**src/rtl/instrmem_pkg.sv**
```systemverilog
// Shared types and defaults for the switch-driven instruction memory loader.
package instrmem_pkg;

  typedef enum logic {
    StLoad = 1'b0,
    StRun  = 1'b1
  } state_e;

  localparam logic [31:0] Nop = 32'h0000_0000;

  localparam int unsigned DefDepthLog2      = 6;
  localparam int unsigned DefDebounceCycles = 500000;

endpackage

```
**src/rtl/btn_debounce.sv**
```systemverilog
// Two-flop synchronizer, stable-level debouncer and rising-edge pulse for one push button.
module btn_debounce
  import instrmem_pkg::*;
#(
  parameter int unsigned DEBOUNCE_CYCLES = DefDebounceCycles
) (
  input  logic clk_i,
  input  logic rst_ni,
  input  logic btn_i,
  output logic pulse_o
);

  localparam int unsigned CntW = (DEBOUNCE_CYCLES > 1) ? $clog2(DEBOUNCE_CYCLES) : 1;
  localparam logic [CntW-1:0] CntMax = CntW'(DEBOUNCE_CYCLES - 1);

  logic [1:0]      sync_q;
  logic            level_q, level_d;
  logic [CntW-1:0] cnt_q, cnt_d;
  logic            pulse_q, pulse_d;

  // The counter runs only while the synchronized input disagrees with the accepted level;
  // the level flips on the DEBOUNCE_CYCLES-th consecutive disagreeing cycle.
  always_comb begin
    level_d = level_q;
    cnt_d   = '0;
    pulse_d = 1'b0;
    if (sync_q[1] != level_q) begin
      if (cnt_q == CntMax) begin
        level_d = sync_q[1];
        pulse_d = sync_q[1];
      end else begin
        cnt_d = cnt_q + 1'b1;
      end
    end
  end

  always_ff @(posedge clk_i or negedge rst_ni) begin
    if (!rst_ni) begin
      sync_q  <= '0;
      level_q <= 1'b0;
      cnt_q   <= '0;
      pulse_q <= 1'b0;
    end else begin
      sync_q  <= {sync_q[0], btn_i};
      level_q <= level_d;
      cnt_q   <= cnt_d;
      pulse_q <= pulse_d;
    end
  end

  assign pulse_o = pulse_q;

endmodule

```
**src/rtl/instrmem_loader.sv**
```systemverilog
// Instruction memory filled byte-by-byte from board switches, then released to the CPU.
module instrmem_loader
  import instrmem_pkg::*;
#(
  parameter int unsigned DEPTH_LOG2      = DefDepthLog2,
  parameter int unsigned DEBOUNCE_CYCLES = DefDebounceCycles
) (
  input  logic                  clk50M,
  input  logic                  rst,
  input  logic [31:0]           instrmem_addr,
  output logic [31:0]           instrmem_data,
  input  logic [7:0]            sw_byte,
  input  logic                  btn_strobe,
  input  logic                  btn_run,
  output logic                  cpu_run,
  output logic [DEPTH_LOG2:0]   load_count
);

  localparam int unsigned Words = 2 ** DEPTH_LOG2;

  state_e              state_q, state_d;
  logic [1:0]          byte_idx_q, byte_idx_d;
  logic [23:0]         asm_q, asm_d;
  logic [DEPTH_LOG2:0] wr_ptr_q, wr_ptr_d;
  logic                wr_en;
  logic                full;
  logic                strobe_pulse;
  logic                run_pulse;
  logic [31:0]         mem_q [Words];

  btn_debounce #(
    .DEBOUNCE_CYCLES(DEBOUNCE_CYCLES)
  ) u_strobe_db (
    .clk_i  (clk50M),
    .rst_ni (rst),
    .btn_i  (btn_strobe),
    .pulse_o(strobe_pulse)
  );

  btn_debounce #(
    .DEBOUNCE_CYCLES(DEBOUNCE_CYCLES)
  ) u_run_db (
    .clk_i  (clk50M),
    .rst_ni (rst),
    .btn_i  (btn_run),
    .pulse_o(run_pulse)
  );

  // wr_ptr never exceeds Words, so its MSB alone marks a full memory.
  assign full = wr_ptr_q[DEPTH_LOG2];

  always_comb begin
    state_d    = state_q;
    byte_idx_d = byte_idx_q;
    asm_d      = asm_q;
    wr_ptr_d   = wr_ptr_q;
    wr_en      = 1'b0;
    unique case (state_q)
      StLoad: begin
        if (run_pulse) begin
          state_d    = StRun;
          byte_idx_d = '0;
        end else if (strobe_pulse && !full) begin
          unique case (byte_idx_q)
            2'd0: asm_d[7:0]   = sw_byte;
            2'd1: asm_d[15:8]  = sw_byte;
            2'd2: asm_d[23:16] = sw_byte;
            2'd3: begin
              wr_en    = 1'b1;
              wr_ptr_d = wr_ptr_q + 1'b1;
            end
            default: ;
          endcase
          byte_idx_d = byte_idx_q + 1'b1;
        end
      end
      StRun: begin
        if (run_pulse) begin
          state_d    = StLoad;
          wr_ptr_d   = '0;
          byte_idx_d = '0;
        end
      end
      default: state_d = StLoad;
    endcase
  end

  always_ff @(posedge clk50M or negedge rst) begin
    if (!rst) begin
      state_q    <= StLoad;
      byte_idx_q <= '0;
      asm_q      <= '0;
      wr_ptr_q   <= '0;
    end else begin
      state_q    <= state_d;
      byte_idx_q <= byte_idx_d;
      asm_q      <= asm_d;
      wr_ptr_q   <= wr_ptr_d;
    end
  end

  // No reset: anything at or above wr_ptr is masked on the read side.
  always_ff @(posedge clk50M) begin
    if (wr_en) begin
      mem_q[wr_ptr_q[DEPTH_LOG2-1:0]] <= {sw_byte, asm_q};
    end
  end

  logic [DEPTH_LOG2-1:0] rd_idx;
  logic                  addr_hi_zero;
  logic                  rd_hit;
  logic                  unused_addr_lsb;

  assign rd_idx          = instrmem_addr[DEPTH_LOG2+1:2];
  assign addr_hi_zero    = (instrmem_addr[31:DEPTH_LOG2+2] == '0);
  assign rd_hit          = cpu_run && addr_hi_zero && ({1'b0, rd_idx} < wr_ptr_q);
  assign unused_addr_lsb = ^instrmem_addr[1:0];

  assign instrmem_data = rd_hit ? mem_q[rd_idx] : Nop;
  assign cpu_run       = (state_q == StRun);
  assign load_count    = wr_ptr_q;

endmodule

```
**config.mk**
```make
export PLATFORM = sky130hd
export DESIGN_NAME = instrmem_loader
export DESIGN_NICKNAME = d
export VERILOG_FILES = /design/src/rtl/instrmem_pkg.sv /design/src/rtl/btn_debounce.sv /design/src/rtl/instrmem_loader.sv
export SDC_FILE = /design/constraint.sdc
export NUM_CORES = 2
export LEC_CHECK = 0
export CAP_MARGIN = 30
export CELL_PAD_IN_SITES_DETAIL_PLACEMENT = 2
export CELL_PAD_IN_SITES_GLOBAL_PLACEMENT = 2
export CORE_ASPECT_RATIO = 0.75
export CORE_UTILIZATION = 40
export DETAILED_ROUTE_END_ITERATION = 6
export PLACE_DENSITY_LB_ADDON = 0.1
export SLEW_MARGIN = 15
export SYNTH_ARGS = -nofsm -noshare
export SYNTH_HDL_FRONTEND = slang
export SYNTH_SLANG_ARGS = --single-unit
```
**constraint.sdc**
```tcl
create_clock -name clk50M -period 4.5 [get_ports clk50M]
set_input_delay 0.9 -clock clk50M [delete_from_list [all_inputs] [get_ports clk50M]]
set_output_delay 0.9 -clock clk50M [all_outputs]
set_load 0.1 [all_outputs]
```
==> metrics.csv <==
metric,value,unit
max-cap viol count,0,
worst reg2reg path depth,7,
Die Width,528.3,um
register area,63530,um^2
fmax,225.7,MHz
Tcrit/Tclk final,0.9844,
final core occ,0.4737,
clock sink count,2128,
Starting DRT DRC Count,4701,
Critical Path RT,3600,ps
library cells used by synthesis,75,
Yosys Warn Count,0,
Worst Path Max Fanout,21,
final net count,4303,
crit path time final,4430,ps
clock root cell,clkbuf_16,
Worst-path clk slew,70,ps
mean post-synth cell area,22.14,um^2
number of flops mapped to enable cells by yosys,2048,
Die Footprint,209600,um^2
status,finished clean,
Mapped Area,83090,um^2
pin count of the biggest net entering global routing,66,
data arrival time of the worst path,3530,ps
DP Worst Slack,-145.6,ps
Layout fillers,18020,
syn nets,3812,
Worst R2R End,mem_q[0][9]$_DFFE_PP_,
wire length of the first global-routing pass,367.8,mm
sequential cell area fraction in the yosys report,0.7642,
VDD IR-drop max,0.3116,mV
Clock Latency Late Sink,880,ps
slew at the pin closest to its max-slew limit,1049,ps
crit path kind,in -> out,
Mapped Cells,3753,
vias in the first global route,45130,
antenna violations before repair,11,
Row Count,144,
slew margin rel.,0.3006,
CTS tree,yes,
Static Leak,0.03127,uW
final setup fails,0,
# IOs,84,
final slew viol count,0,
"setup slack, reg-to-reg",1180,ps
vias per inst,5.938,
skew final,66.37,ps
Cells after DPL,6792,
area of the multi-input gates,18690,um^2
"non-filler cells, final",7188,
drt pass-1 iters,5,
PortBufs,81,
wire length per cell,37.00,um
WL final,266.0,mm
GRT Util Overall,0.2544,
Layout area overhead,17.42,%
Detail Route Antenna Nets,0,
R2R Path Start,byte_idx_q[0]$_DFFE_PN0P_,
clk buf depth,4,
Fin Setup TNS,0,ps
H-tree depth,4,
crit start category,input pin,
"Hold Vio Cnt, Final",0,
GR Overflow Total,0,
DRC,0,
Most used DFF post-synth,edfxtp_1,
GP Congestion,0.7530,
CTS Buf Count,216,
Vias,42680,
Synth Register Bits,2128,
fraction of layout cells with a size suffix above 1,0.3091,
Initial Util,0.4035,
"most common cell after layout, fill and taps aside",edfxtp_1,
Total Power,41190,uW
Die Y-Extent,396.7,um
Hold Path Class,in -> async,
Post-DP HPWL,157.4,mm
Final WS setup,70.10,ps
"FFs w/ async S/R, synth",0.03759,
RSZ-0062 raised after global routing,false,
core area,205900,um^2
Pwr Density,422.2,nW/um^2
most frequent cells in the layout,"edfxtp_1 (2048), mux4_2 (469), buf_4 (290), clkbuf_16 (221), mux2i_1 (150)",
Crit. End Element,output port,
[critical path, cell delays in order]
cell and delay, ps:
buf_12 180, buf_12 240, buf_12 240, mux4_1 590
mux4_2 560, a211oi_2 310, buf_4 170, a311oi_2 70
buf_12 220
[cell usage after synthesis, drive strengths merged (7+ instances only)]
master  number  area, um^2
mux2i      150        1501
and3         9       56.30
or2          8       50.05
a22oi       44       330.3
buf        158        1403
a22o         7       61.31
a311oi       8       70.07
nor4         9       56.30
and2        12       75.07
clkbuf      36       166.4
nand3       37       185.2
nand2b      17       106.4
nor2       143       539.3
o22ai       21       131.4
a221o        9       91.34
mux2        40       450.4
xor2        14       122.6
a221oi      31       302.8
mux4       509       11610
nand3b       8       60.06
ha          15       187.7
xnor2       26       227.7
nor3        23       115.1
nor2b       13       81.33
a211o        9       78.83
a211oi      14       120.1
dfrtp       80        2002
o21ai       24       120.1
inv         17       63.81
nand4       17       106.4
a32oi        9       78.83
a21oi       27       135.1
a31oi        9       56.30
nand2       94       352.8
edfxtp    2048       61500
[worst max path at each step]
| stage | start | to | slack (ps) | depth (start not counted) |
|---|---|---|---|---|
| 2_1_floorplan | load_count[5]$_DFFE_PN0P_ | instrmem_data[23] | -960 | 7 |
| 3_3_place_gp | instrmem_addr[17] | instrmem_data[17] | -140 | 9 |
| 3_5_place_dp | instrmem_addr[17] | instrmem_data[17] | -150 | 9 |
| 4_1_cts | instrmem_addr[17] | instrmem_data[8] | 6 | 9 |
| 5_1_grt | instrmem_addr[2] | instrmem_data[0] | 40 | 10 |
| 6_report | instrmem_addr[2] | instrmem_data[16] | 70 | 9 |
[where the power goes]
part           internal (uW)  switching (uW)  total [uW]
Sequential             21700            86.2       21800
Combinational            859            1190        2050
Clock                   9680            7670       17300
[cell families (layout without fill, tap and decap cells)]
family	Yosys count	after routing	synth area share
xor gates and xnor gates	40	40	0.004216
other	0	1	0
adders and majority gates	15	15	0.002259
muxes	699	699	0.1633
DFF	2128	2128	0.7642
buffers and inverters	212	872	0.01970
and+or+nand+nor	419	419	0.02433
AOI/OAI and AO/OA	240	240	0.02199
[metal layers]
layer | vias to the layer above | share of wire | GRT usage
met5 | - | 0.000049 | 0
met4 | 2 | 0.018 | 0.04776
met3 | 296 | 0.064 | 0.03946
met2 | 1497 | 0.47 | 0.3982
met1 | 24050 | 0.45 | 0.3802
li1 | 16840 | - | -
[flip-flops by register name, indices dropped and copies added (netlist names)]
name / flops
asm_q: 24
byte_idx_q: 2
cpu_run: 1
load_count: 7
mem_q: 2048
u_run_db.cnt_q: 19
u_run_db.level_q: 1
u_run_db.pulse_o: 1
u_run_db.sync_q: 2
u_strobe_db.cnt_q: 19
u_strobe_db.level_q: 1
u_strobe_db.pulse_o: 1
u_strobe_db.sync_q: 2
[layout make-up]
type / instances / area share
Timing Repair Buffer: 467 / 0.05361
Antenna cell: 1 / 0.00002565
Clock inverter: 103 / 0.007836
Tap cell: 2774 / 0.03558
Inverter: 18 / 0.0007438
Sequential cell: 2128 / 0.6512
Multi-Input combinational cell: 1413 / 0.1916
Clock buffer: 284 / 0.05941
[per-stage QoR]
| step | area [um^2] | hold slack, ps |
|---|---|---|
| 4_1_cts | 97360 | 68.81 |
| 3_5_place_dp | 90730 | 339.6 |
| 3_3_place_gp | 90320 | 334.1 |
| 5_1_grt | 97560 | 108.1 |
| 6_report | 97560 | 110.2 |
| 2_1_floorplan | 83220 | 331.2 |
[timing repair]
| item | 4_1_cts | 5_1_grt |
|---|---|---|
| buffers inserted | 0 | 1 |
| hold buffers | 0 | 0 |
| pin swaps | 2 | 2 |
| resized for setup | 12 | 14 |
| endpoints found under the setup margin | 23 | 23 |
| cloned | 0 | 1 |
Note: power is estimated with default switching activity, not from simulation.
